File: src/rtl/clk_div_multi_if.sv
`default_nettype none
// =============================================================================
// Module   : clk_div_multi_if
// Brief    : Control/load bus and divided outputs of the multi-channel divider.
// Revision : 1.0 - initial release
// =============================================================================
interface clk_div_multi_if #(
    parameter int unsigned CHANNELS = 4,
    parameter int unsigned WIDTH    = 26,
    parameter int unsigned SEL_W    = 2
);
    logic [CHANNELS-1:0] enable;
    logic                load;
    logic [SEL_W-1:0]    load_sel;
    logic [WIDTH-1:0]    load_value;
    logic                load_mode;
    logic [CHANNELS-1:0] newClock;
    logic [CHANNELS-1:0] tick;

    modport master (
        output enable, load, load_sel, load_value, load_mode,
        input  newClock, tick
    );

    modport slave (
        input  enable, load, load_sel, load_value, load_mode,
        output newClock, tick
    );
endinterface

`default_nettype wire

File: src/rtl/clk_div_multi.sv
`default_nettype none
// =============================================================================
// Module   : clk_div_multi
// Brief    : CHANNELS independent runtime-loadable clock dividers / tick gens.
// Revision : 1.0 - initial release
// =============================================================================
module clk_div_multi #(
    parameter int unsigned      CHANNELS     = 4,
    parameter int unsigned      WIDTH        = 26,
    parameter int unsigned      SEL_W        = 2,
    parameter logic [WIDTH-1:0] DEFAULT_DIV  = 26'h2FAF080,
    parameter bit               DEFAULT_MODE = 1'b0
) (
    input  wire logic       clock_50MHZ,
    input  wire logic       reset_n,
    clk_div_multi_if.slave  bus
);

    logic [CHANNELS-1:0] w_new_clock;
    logic [CHANNELS-1:0] w_tick;

    for (genvar gi = 0; gi < CHANNELS; gi++) begin : g_ch
        localparam logic [SEL_W-1:0] c_idx = SEL_W'(gi);

        logic [WIDTH-1:0] r_cnt;
        logic [WIDTH-1:0] r_div;
        logic             r_mode;
        logic             r_clk;
        logic             r_tick;
        logic             w_hit;
        logic             w_terminal;

        // Out-of-range load_sel values match no channel and are dropped.
        assign w_hit      = bus.load && (bus.load_sel == c_idx);
        assign w_terminal = (r_cnt == r_div);

        always_ff @(posedge clock_50MHZ or negedge reset_n) begin
            if (!reset_n) begin
                r_cnt  <= '0;
                r_div  <= DEFAULT_DIV;
                r_mode <= DEFAULT_MODE;
                r_clk  <= 1'b0;
                r_tick <= 1'b0;
            end else if (w_hit) begin
                r_div  <= bus.load_value;
                r_mode <= bus.load_mode;
                r_cnt  <= '0;
                r_clk  <= 1'b0;
                r_tick <= 1'b0;
            end else if (!bus.enable[gi]) begin
                r_tick <= 1'b0;
                if (r_mode) begin
                    r_clk <= 1'b0;
                end
            end else if (w_terminal) begin
                r_cnt  <= '0;
                r_tick <= 1'b1;
                r_clk  <= r_mode ? 1'b1 : ~r_clk;
            end else begin
                r_cnt  <= r_cnt + WIDTH'(1);
                r_tick <= 1'b0;
                if (r_mode) begin
                    r_clk <= 1'b0;
                end
            end
        end

        assign w_new_clock[gi] = r_clk;
        assign w_tick[gi]      = r_tick;
    end

    assign bus.newClock = w_new_clock;
    assign bus.tick     = w_tick;

endmodule

`default_nettype wire

File: src/flat_wrapper.sv
// flat-port wrapper written by rule: the top's interface ports become plain ports
module clk_div_multi_flat 
#(
    parameter int unsigned      CHANNELS     = 4,
    parameter int unsigned      WIDTH        = 26,
    parameter int unsigned      SEL_W        = 2,
    parameter logic [WIDTH-1:0] DEFAULT_DIV  = 26'h2FAF080,
    parameter bit               DEFAULT_MODE = 1'b0
)
  (clock_50MHZ, reset_n, bus_enable, bus_load, bus_load_sel, bus_load_value, bus_load_mode, bus_newClock, bus_tick);
  clk_div_multi_if #(.CHANNELS(CHANNELS), .WIDTH(WIDTH), .SEL_W(SEL_W)) bus_i ();
  input  wire logic clock_50MHZ;
  input  wire logic reset_n;
  input wire logic [$bits(bus_i.enable)-1:0] bus_enable;
  input wire logic [$bits(bus_i.load)-1:0] bus_load;
  input wire logic [$bits(bus_i.load_sel)-1:0] bus_load_sel;
  input wire logic [$bits(bus_i.load_value)-1:0] bus_load_value;
  input wire logic [$bits(bus_i.load_mode)-1:0] bus_load_mode;
  output wire logic [$bits(bus_i.newClock)-1:0] bus_newClock;
  output wire logic [$bits(bus_i.tick)-1:0] bus_tick;
  assign bus_i.enable = bus_enable;
  assign bus_i.load = bus_load;
  assign bus_i.load_sel = bus_load_sel;
  assign bus_i.load_value = bus_load_value;
  assign bus_i.load_mode = bus_load_mode;
  assign bus_newClock = bus_i.newClock;
  assign bus_tick = bus_i.tick;
  clk_div_multi #(.CHANNELS(CHANNELS), .WIDTH(WIDTH), .SEL_W(SEL_W), .DEFAULT_DIV(DEFAULT_DIV), .DEFAULT_MODE(DEFAULT_MODE)) u_core (.clock_50MHZ(clock_50MHZ), .reset_n(reset_n), .bus(bus_i));
endmodule
File: config.mk
export PLATFORM = sky130hd
export DESIGN_NAME = clk_div_multi_flat
export DESIGN_NICKNAME = d
export VERILOG_FILES = /design/src/rtl/clk_div_multi_if.sv /design/src/rtl/clk_div_multi.sv /design/src/flat_wrapper.sv
export SDC_FILE = /design/constraint.sdc
export NUM_CORES = 1
export LEC_CHECK = 0
export CORE_MARGIN = 1
export CORE_UTILIZATION = 26
export CTS_CLUSTER_SIZE = 28
export DETAILED_ROUTE_END_ITERATION = 8
export PLACE_DENSITY = 0.44
export SETUP_SLACK_MARGIN = 0.02
export SLEW_MARGIN = 10
export SYNTH_ARGS = -nofsm -noshare
export SYNTH_HDL_FRONTEND = slang
export SYNTH_SLANG_ARGS = --single-unit
File: constraint.sdc
create_clock -name clock_50MHZ -period 5.71 [get_ports clock_50MHZ]
set_input_delay 0.571 -clock clock_50MHZ [delete_from_list [all_inputs] [get_ports clock_50MHZ]]
set_output_delay 0.571 -clock clock_50MHZ [all_outputs]
set_load 0.1 [all_outputs]
# [Word-level counts from Yosys, hierarchy flattened]
# Index checks and enable logic that the tools add are counted.
[totals] reg_bits=220 out_inout_bits=8
[op_classes] n_addsub=4 eq_ne=7 mux=44 bitwise_logic=4 reduce_logical=9
[ops] operator="$mux 26" count=12
[ops] operator="$add 26x1->26 const B" count=4
[ops] operator="$eq 26x26->1" count=4
[ops] operator="$mux 1" count=32
[ops] operator="$reduce_bool 2->1" count=4
[ops] operator="$eq 2x2->1 const B" count=2
[ops] operator="$logic_and 1x1->1" count=4
[ops] operator="$not 1->1" count=4
[ops] operator="$eq 2x1->1 const B" count=1
[ops] operator="$logic_not 2->1" count=1

# [Depth between registers and ports, before layout]
# Gate-level depths: netlist (run 1).
[depth] word_depth=5 depth_mapped=8

# [Least setup slack after synthesis (run 1)]
# No wires, ideal clock.
[synth_timing] path_kind="input port to flip-flop" from="in bus_load" to="reg u_core.g_ch[0].r_cnt[10]" setup_time_ps=121 arrival_time_ps=1859 setup_slack_ps=3730 stages=6 cell_sequence="buf_2 > or3b_2 > clkbuf_1 > nand2_1 > buf_2 > nor2_1"
[synth_between] elab_chain_len=2
[synth_rtl] element="start: declaration" line="flat_wrapper.sv:15" text="input wire logic [$bits(bus_i.load)-1:0] bus_load;"
[synth_rtl] element="$logic_and 1x1->1 (*)" line="clk_div_multi.sv:34" text="assign w_hit = bus.load && (bus.load_sel == c_idx);"
[synth_rtl] element="$mux 26 or $reduce_bool 2->1 (tied branches)"
[synth_rtl] element="end signal: assignment" line="clk_div_multi.sv:60" text="r_cnt <= r_cnt + WIDTH'(1);"
[synth_rtl] element="end: declaration" line="clk_div_multi.sv:25" text="logic [WIDTH-1:0] r_cnt;"
# Mark *: on every way between the ends. The rest lies on a longest branch, timed or not.
# A chain may end at the register's enable or synchronous reset.

# [Worst setup path after layout (run 1)]
[layout_timing] from="in bus_load_sel[0]" to="reg u_core.g_ch[1].r_cnt[8]"
[layout_between] elab_chain_len=3
[layout_rtl] element="start: declaration" line="flat_wrapper.sv:16" text="input wire logic [$bits(bus_i.load_sel)-1:0] bus_load_sel;"
[layout_rtl] element="$eq 2x1->1 (*)" line="clk_div_multi.sv:34"
[layout_rtl] element="$logic_and 1x1->1 (*)" line="clk_div_multi.sv:34"
[layout_rtl] element="$mux 26 or $reduce_bool 2->1 (tied branches)"
[layout_rtl] element="end signal: assignment" line="clk_div_multi.sv:60"
[layout_rtl] element="end: declaration" line="clk_div_multi.sv:25"
# Marks and branches as above.

==> flow_summary.json, run 1 <==
{
  "cts_tree": "done",
  "start_util_pct": 26.6,
  "status": "complete, but fails checks",
  "synthesis.nets": 1070,
  "drc": 1,
  "avgViaCountPerCell": 4.61,
  "switching_share_pct": 26.6,
  "setup_viol": 0,
  "antenna_found_initial": 0,
  "p_total_mw": 4.14,
  "critPathKind": "in2reg",
  "cap_violations": 0,
  "slew_violations": 0,
  "die_h_microns": 207,
  "setup_ws_ps": 2960,
  "yosysTopAreaCell": "dfrtp_1",
  "hold_path_class": "in2async",
  "grt_pass1_wl_microns": 46000,
  "clock_path_buffers": 3,
  "switchingPower_mw": 1.10,
  "vias": 7450,
  "grtUsageTotal_pct": 14.2,
  "min_period_over_period_pct": 48.2,
  "start_kind": "input pin",
  "failed_checks": "DRC",
  "place_hpwl_microns": 20400,
  "post-route-util_pct": 30.8,
  "core_area_sq_um": 41100,
  "post-cts-setup-buffers": 0,
  "powerDensity_nw_per_um2": 326,
  "clk_latency_ps": 530,
  "worstMarginPinSlew_ps": 1050,
  "synthArstFlopShare_pct": 100,
  "synth_cell_types": 56,
  "synth_edf_count": 0,
  "synth_flop_cell": "dfrtp_1",
  "dr.pass1.iters": 6,
  "nets": 1105,
  "drt-total-wl_microns": 29300,
  "intPower_mw": 3.04,
  "drive_above_1_share_pct": 17.6,
  "drt_iter0_drc": 367,
  "cts_resized": 0,
  "leakagePower_nw": 5.17,
  "numCtsBuffers": 27,
  "cts.sinks": 220,
  "syn_inst": 1030,
  "die_w_microns": 207,
  "ant_nets": 0,
  "clkTransAtPathRegs_ps": 60,
  "crit_fanout": 33,
  "ir_worst_vdd_uv": 259,
  "power_frac_comb_pct": 12.8,
  "seqPwrFrac_pct": 47.5,
  "grt_max_degree": 129,
  "antennaDiodeCount": 0,
  "crit_arrival_ps": 3150,
  "worst_clock_skew_ps": 9.93,
  "synth.area.top_cells": "dfrtp_1, dfstp_2, xnor2_1",
  "synth_top_area_share_pct": 39.4,
  "portBuffers": 43,
  "period_needed_ps": 2750,
  "clock-root-buffer": "clkbuf_16",
  "power_frac_clock_pct": 39.6,
  "crit_path_end_kind": "register",
  "dieArea_sq_um": 42800,
  "fmax_mhz": 363,
  "cts_hold_buf": 0,
  "grt_pass1_vias": 7533,
  "synth.avg_cell_area_sq_um": 10.6,
  "yosys_register_bits": 220,
  "gp_congestion": 0.794,
  "htree_num_levels": 1,
  "hold_viol_final": 0,
  "setup-tns-final_ps": 0,
  "slew_headroom_pct": 30.0,
  "wl_per_cell_microns": 18.1,
  "rows": 74,
  "rsz0062_at_grt": "no",
  "pre_cts_ws_ps": 2410,
  "seq_area_frac_synth_pct": 51.0,
  "required_ps": 6100,
  "yosysWarnings": 0,
  "grt_overflow_total": 0,
  "io_pins": 44,
  "area_growth_pct": 16.2,
  "synth_area_sq_um": 10900
}
-- worst max-delay path, cell delays in order --
cell	delay, ps
clkdlybuf4s50_1	680
nand3b_4	470
and2_1	570
nor3_1	470
nand3_1	150
xor2_1	150
nor2_1	50
-- final cells by class --
| class | count | area [sq um] |
|---|---|---|
| fillers | 4248 | 28400 |
| flip-flops and latches | 220 | 5570 |
| multi-input cells | 761 | 5120 |
| clock buffers | 42 | 772 |
| well taps | 532 | 666 |
| repair buffers | 48 | 473 |
| clock inverters | 7 | 63.8 |
| inverters | 7 | 26.3 |
-- flip-flops by register name, summed over array words and instances (netlist names) --
| signal | count |
|---|---|
| u_core.g_ch.r_clk | 4 |
| u_core.g_ch.r_cnt | 104 |
| u_core.g_ch.r_mode | 4 |
| u_core.g_ch.r_tick | 4 |
| u_core.g_ch.r_div | 104 |
-- metrics by stage --
stage	hold WS (ps)	cells	area (sq um)
CTS	230	1617	12700
global placement	455	1568	11800
detailed placement	461	1568	11800
finish	126	1617	12700
global route	231	1617	12700
floorplan	275	1030	10900
-- kinds of logic after synthesis --
logic type	synth area share, %
simple gates	19.8
fa+ha+maj	0.459
compound gates	3.57
buf+inv	2.20
xor+xnor	14.4
flops	51.0
mux	8.54
-- placed cells by master, fill, tap and decap left out, drive strengths merged, types with 12 or more instances in the layout --
master,count
dfrtp,172
xor2,54
a21oi,12
mux2,81
nand4,54
xnor2,126
nand2,162
and4,14
dfstp,48
nand3,57
and3,16
nor2,94
clkbuf,42
nor3,12
clkdlybuf4s50,42
-- power by group through the flow --
stage	logic, mW	registers [mW]	clock network [mW]
final	0.531	1.97	1.64
after global routing	0.595	1.99	1.76
after CTS	0.545	1.97	1.69
after detailed placement	0.541	2.00	0
after global placement	0.535	1.99	0
after floorplan	0.406	1.92	0
-- synth_stat cells, drive strengths merged (2+ instances only) --
library cell  number
o21ai             10
dfstp             48
nand3             57
clkbuf            19
nor2              94
a21oi             12
and2              10
mux2              81
mux2i              2
ha                 4
nand3b             2
buf               23
o21a               5
nand2            162
nand4             54
a221o              2
nor4               8
xor2              54
and3              16
nor3              12
a31oi              2
o311ai            10
a22o               5
inv                7
xnor2            126
nor2b              4
dfrtp            172
and4              14
-- layer usage --
metal	vias up	track usage, %	part of all wire [%]
met1	3712	20.4	48
li1	3603	-	-
met3	30	1.82	3.7
met4	0	2.87	1.3
met5	-	0	0
met2	105	22.8	46
-- path summary, 6_finish.rpt --
check | slack [ps] | cells after the start | start | endpoint
max | 2960 | 7 | bus_load_sel[0] | u_core.g_ch[1].r_cnt[8]
min | 130 | 1 | reset_n | u_core.g_ch[3].r_cnt[20]
max reg2reg | 3260 | 6 | u_core.g_ch[3].r_cnt[0] | u_core.g_ch[3].r_cnt[3]
min reg2reg | 470 | 2 | u_core.g_ch[0].r_div[15] | u_core.g_ch[0].r_div[15]
max in group asynchronous | 4220 | 2 | reset_n | u_core.g_ch[0].r_div[8]
min in group clock_50MHZ | 470 | 2 | u_core.g_ch[0].r_div[15] | u_core.g_ch[0].r_div[15]
Power figures use the tool's default switching activity.
==> run 2, diff against run 1 <==
PLACE_DENSITY = 0.45   (was 0.44)
clock period = 2.2 ns   (was 5.71 ns; I/O delays follow)
==> flow_summary.json, run 2 (synthesized netlist as in run 1, its figures left out) <==
{
  "grt_overflow_total": 0,
  "gp_congestion": 0.782,
  "clkTransAtPathRegs_ps": 60,
  "postPlaceCellArea_sq_um": 12400,
  "antenna_found_initial": 0,
  "core_area_sq_um": 41100,
  "pre_cts_ws_ps": -14.4,
  "drc": 0,
  "start_kind": "register",
  "status": "finished clean",
  "crit_fanout": 4,
  "setup_viol": 0,
  "setup_ws_ps": 224,
  "clock_path_buffers": 3,
  "worst_clock_skew_ps": 11.3,
  "period_needed_ps": 1980,
  "grt_pass1_vias": 7847,
  "rsz0062_at_grt": "no",
  "clk_latency_ps": 530,
  "clock-root-buffer": "clkbuf_16",
  "drt_iter0_drc": 353,
  "place_hpwl_microns": 21900,
  "required_ps": 2620,
  "hold_viol_final": 0,
  "cap_violations": 0,
  "layout_common_cells": "dfrtp_1, nand2_1, xnor2_1",
  "grt.met3_usage_pct": 1.96,
  "busiest_layer": "met2",
  "top_regs": "u_core.g_ch.r_cnt x104, u_core.g_ch.r_div x104",
  "critPathKind": "reg2reg",
  "die_w_microns": 207,
  "ant_nets": 0,
  "nets": 1170,
  "die_h_microns": 207,
  "cts.sinks": 220,
  "worstMarginPinSlew_ps": 569,
  "powerDensity_nw_per_um2": 812,
  "avgViaCountPerCell": 4.57,
  "drt-total-wl_microns": 30300,
  "switching_share_pct": 26.5,
  "nFillCells": 4220,
  "vias": 7693,
  "hold_path_class": "in2async",
  "seqPwrFrac_pct": 47.3,
  "io_pins": 44,
  "gr-usage-met2_pct": 23.3,
  "slew_headroom_pct": 62.0,
  "htree_num_levels": 1,
  "cts_tree": "done",
  "numCtsBuffers": 26,
  "min_period_over_period_pct": 89.8,
  "grt_max_degree": 67,
  "grt_pass1_wl_microns": 47500,
  "crit_arrival_ps": 2390,
  "start_util_pct": 26.6,
  "dr.pass1.iters": 6,
  "grtUsageTotal_pct": 14.7,
  "ir_worst_vdd_uv": 537,
  "slew_violations": 0,
  "use_met1_pct": 20.9,
  "crit_path_end_kind": "register",
  "power_frac_comb_pct": 14.1,
  "fmax_mhz": 506,
  "drive_above_1_share_pct": 23.0,
  "switchingPower_mw": 2.85,
  "portBuffers": 43,
  "post-cts-setup-buffers": 0,
  "leakagePower_nw": 5.54,
  "wl_per_cell_microns": 18.0,
  "final_common_cell": "dfrtp_1",
  "worstRegToRegCells": 7,
  "antennaDiodeCount": 0,
  "intPower_mw": 7.90,
  "area_growth_pct": 21.3,
  "power_frac_clock_pct": 38.6,
  "rows": 74,
  "design_area_sq_um": 13200,
  "dieArea_sq_um": 42800
}
## run 2: changes by cell type in the layout (fill, tap and decap cells not counted), sizes merged
| cell | delta |
|---|---|
| buf | +73 |
| clkdlybuf4s50 | -8 |
| clkbuf | +2 |
| bufinv | -1 |
| clkinv | -1 |
| dlygate4sd3 | +1 |
| inv | -1 |
## run 2: power groups by stage
| stage | Clock (mW) | Sequential (mW) | Combinational, mW |
|---|---|---|---|
| floorplan | 0 | 4.98 | 1.05 |
| global placement | 0 | 5.15 | 1.52 |
| detailed placement | 0 | 5.15 | 1.55 |
| CTS | 4.29 | 5.08 | 1.56 |
| global route | 4.46 | 5.14 | 1.69 |
| finish | 4.15 | 5.08 | 1.52 |
## run 2: per-layer routing
metal  vias to the layer above  part of all wire (%)
met5                         -                     0
met4                         0                   1.9
met3                        36                   3.0
met2                        85                    46
met1                      3828                    49
li1                       3744                     -
## run 2: path summary, 6_finish.rpt
| kind | start | end | slack, ps |
|---|---|---|---|
| min | reset_n | u_core.g_ch[3].r_cnt[20] | 250 |
| max | u_core.g_ch[2].r_div[15] | u_core.g_ch[2].r_cnt[23] | 220 |
| max in group asynchronous | reset_n | u_core.g_ch[0].r_div[13] | 1200 |
| min in group clock_50MHZ | bus_load_value[12] | u_core.g_ch[0].r_div[12] | 420 |
| min reg2reg | u_core.g_ch[0].r_div[20] | u_core.g_ch[0].r_div[20] | 470 |
| max reg2reg | u_core.g_ch[2].r_div[15] | u_core.g_ch[2].r_cnt[23] | 220 |
## run 2: layout make-up
class | instances | area [sq um] | share of cell area, %
multi-input cells | 761 | 5120 | 38.7
well taps | 532 | 666 | 5.03
clock inverters | 4 | 20.0 | 0.151
flip-flops and latches | 220 | 5570 | 42.0
clock buffers | 44 | 800 | 6.04
inverters | 7 | 26.3 | 0.198
repair buffers | 114 | 1040 | 7.85
## run 2: repair_timing
item	4_1_cts	5_1_grt
endpoints found under the setup margin	0	24
endpoints found under the hold margin	50	0
resized for setup	0	1
hold buffers	1	0
## run 2: stage by stage
stage / hold slack [ps] / power (mW) / cells / util, % / TNS [ps]
floorplan: -75.6 / 6.04 / 1030 / - / 0
CTS: 274 / 10.9 / 1682 / 32.2 / 0
global placement: 235 / 6.67 / 1633 / 30.2 / -10.7
global route: 303 / 11.3 / 1682 / 32.2 / 0
finish: 254 / 10.7 / 1682 / 32.2 / 0
detailed placement: 236 / 6.69 / 1633 / 30.2 / -23.2
## run 2: critical path, cell delays in order, from the launching register on
cell and delay (ps):
dfstp_2 540, xnor2_1 130, nand4_1 100, nor4_1 340
buf_4 180, a21oi_1 100, buf_4 180, a221o_1 280
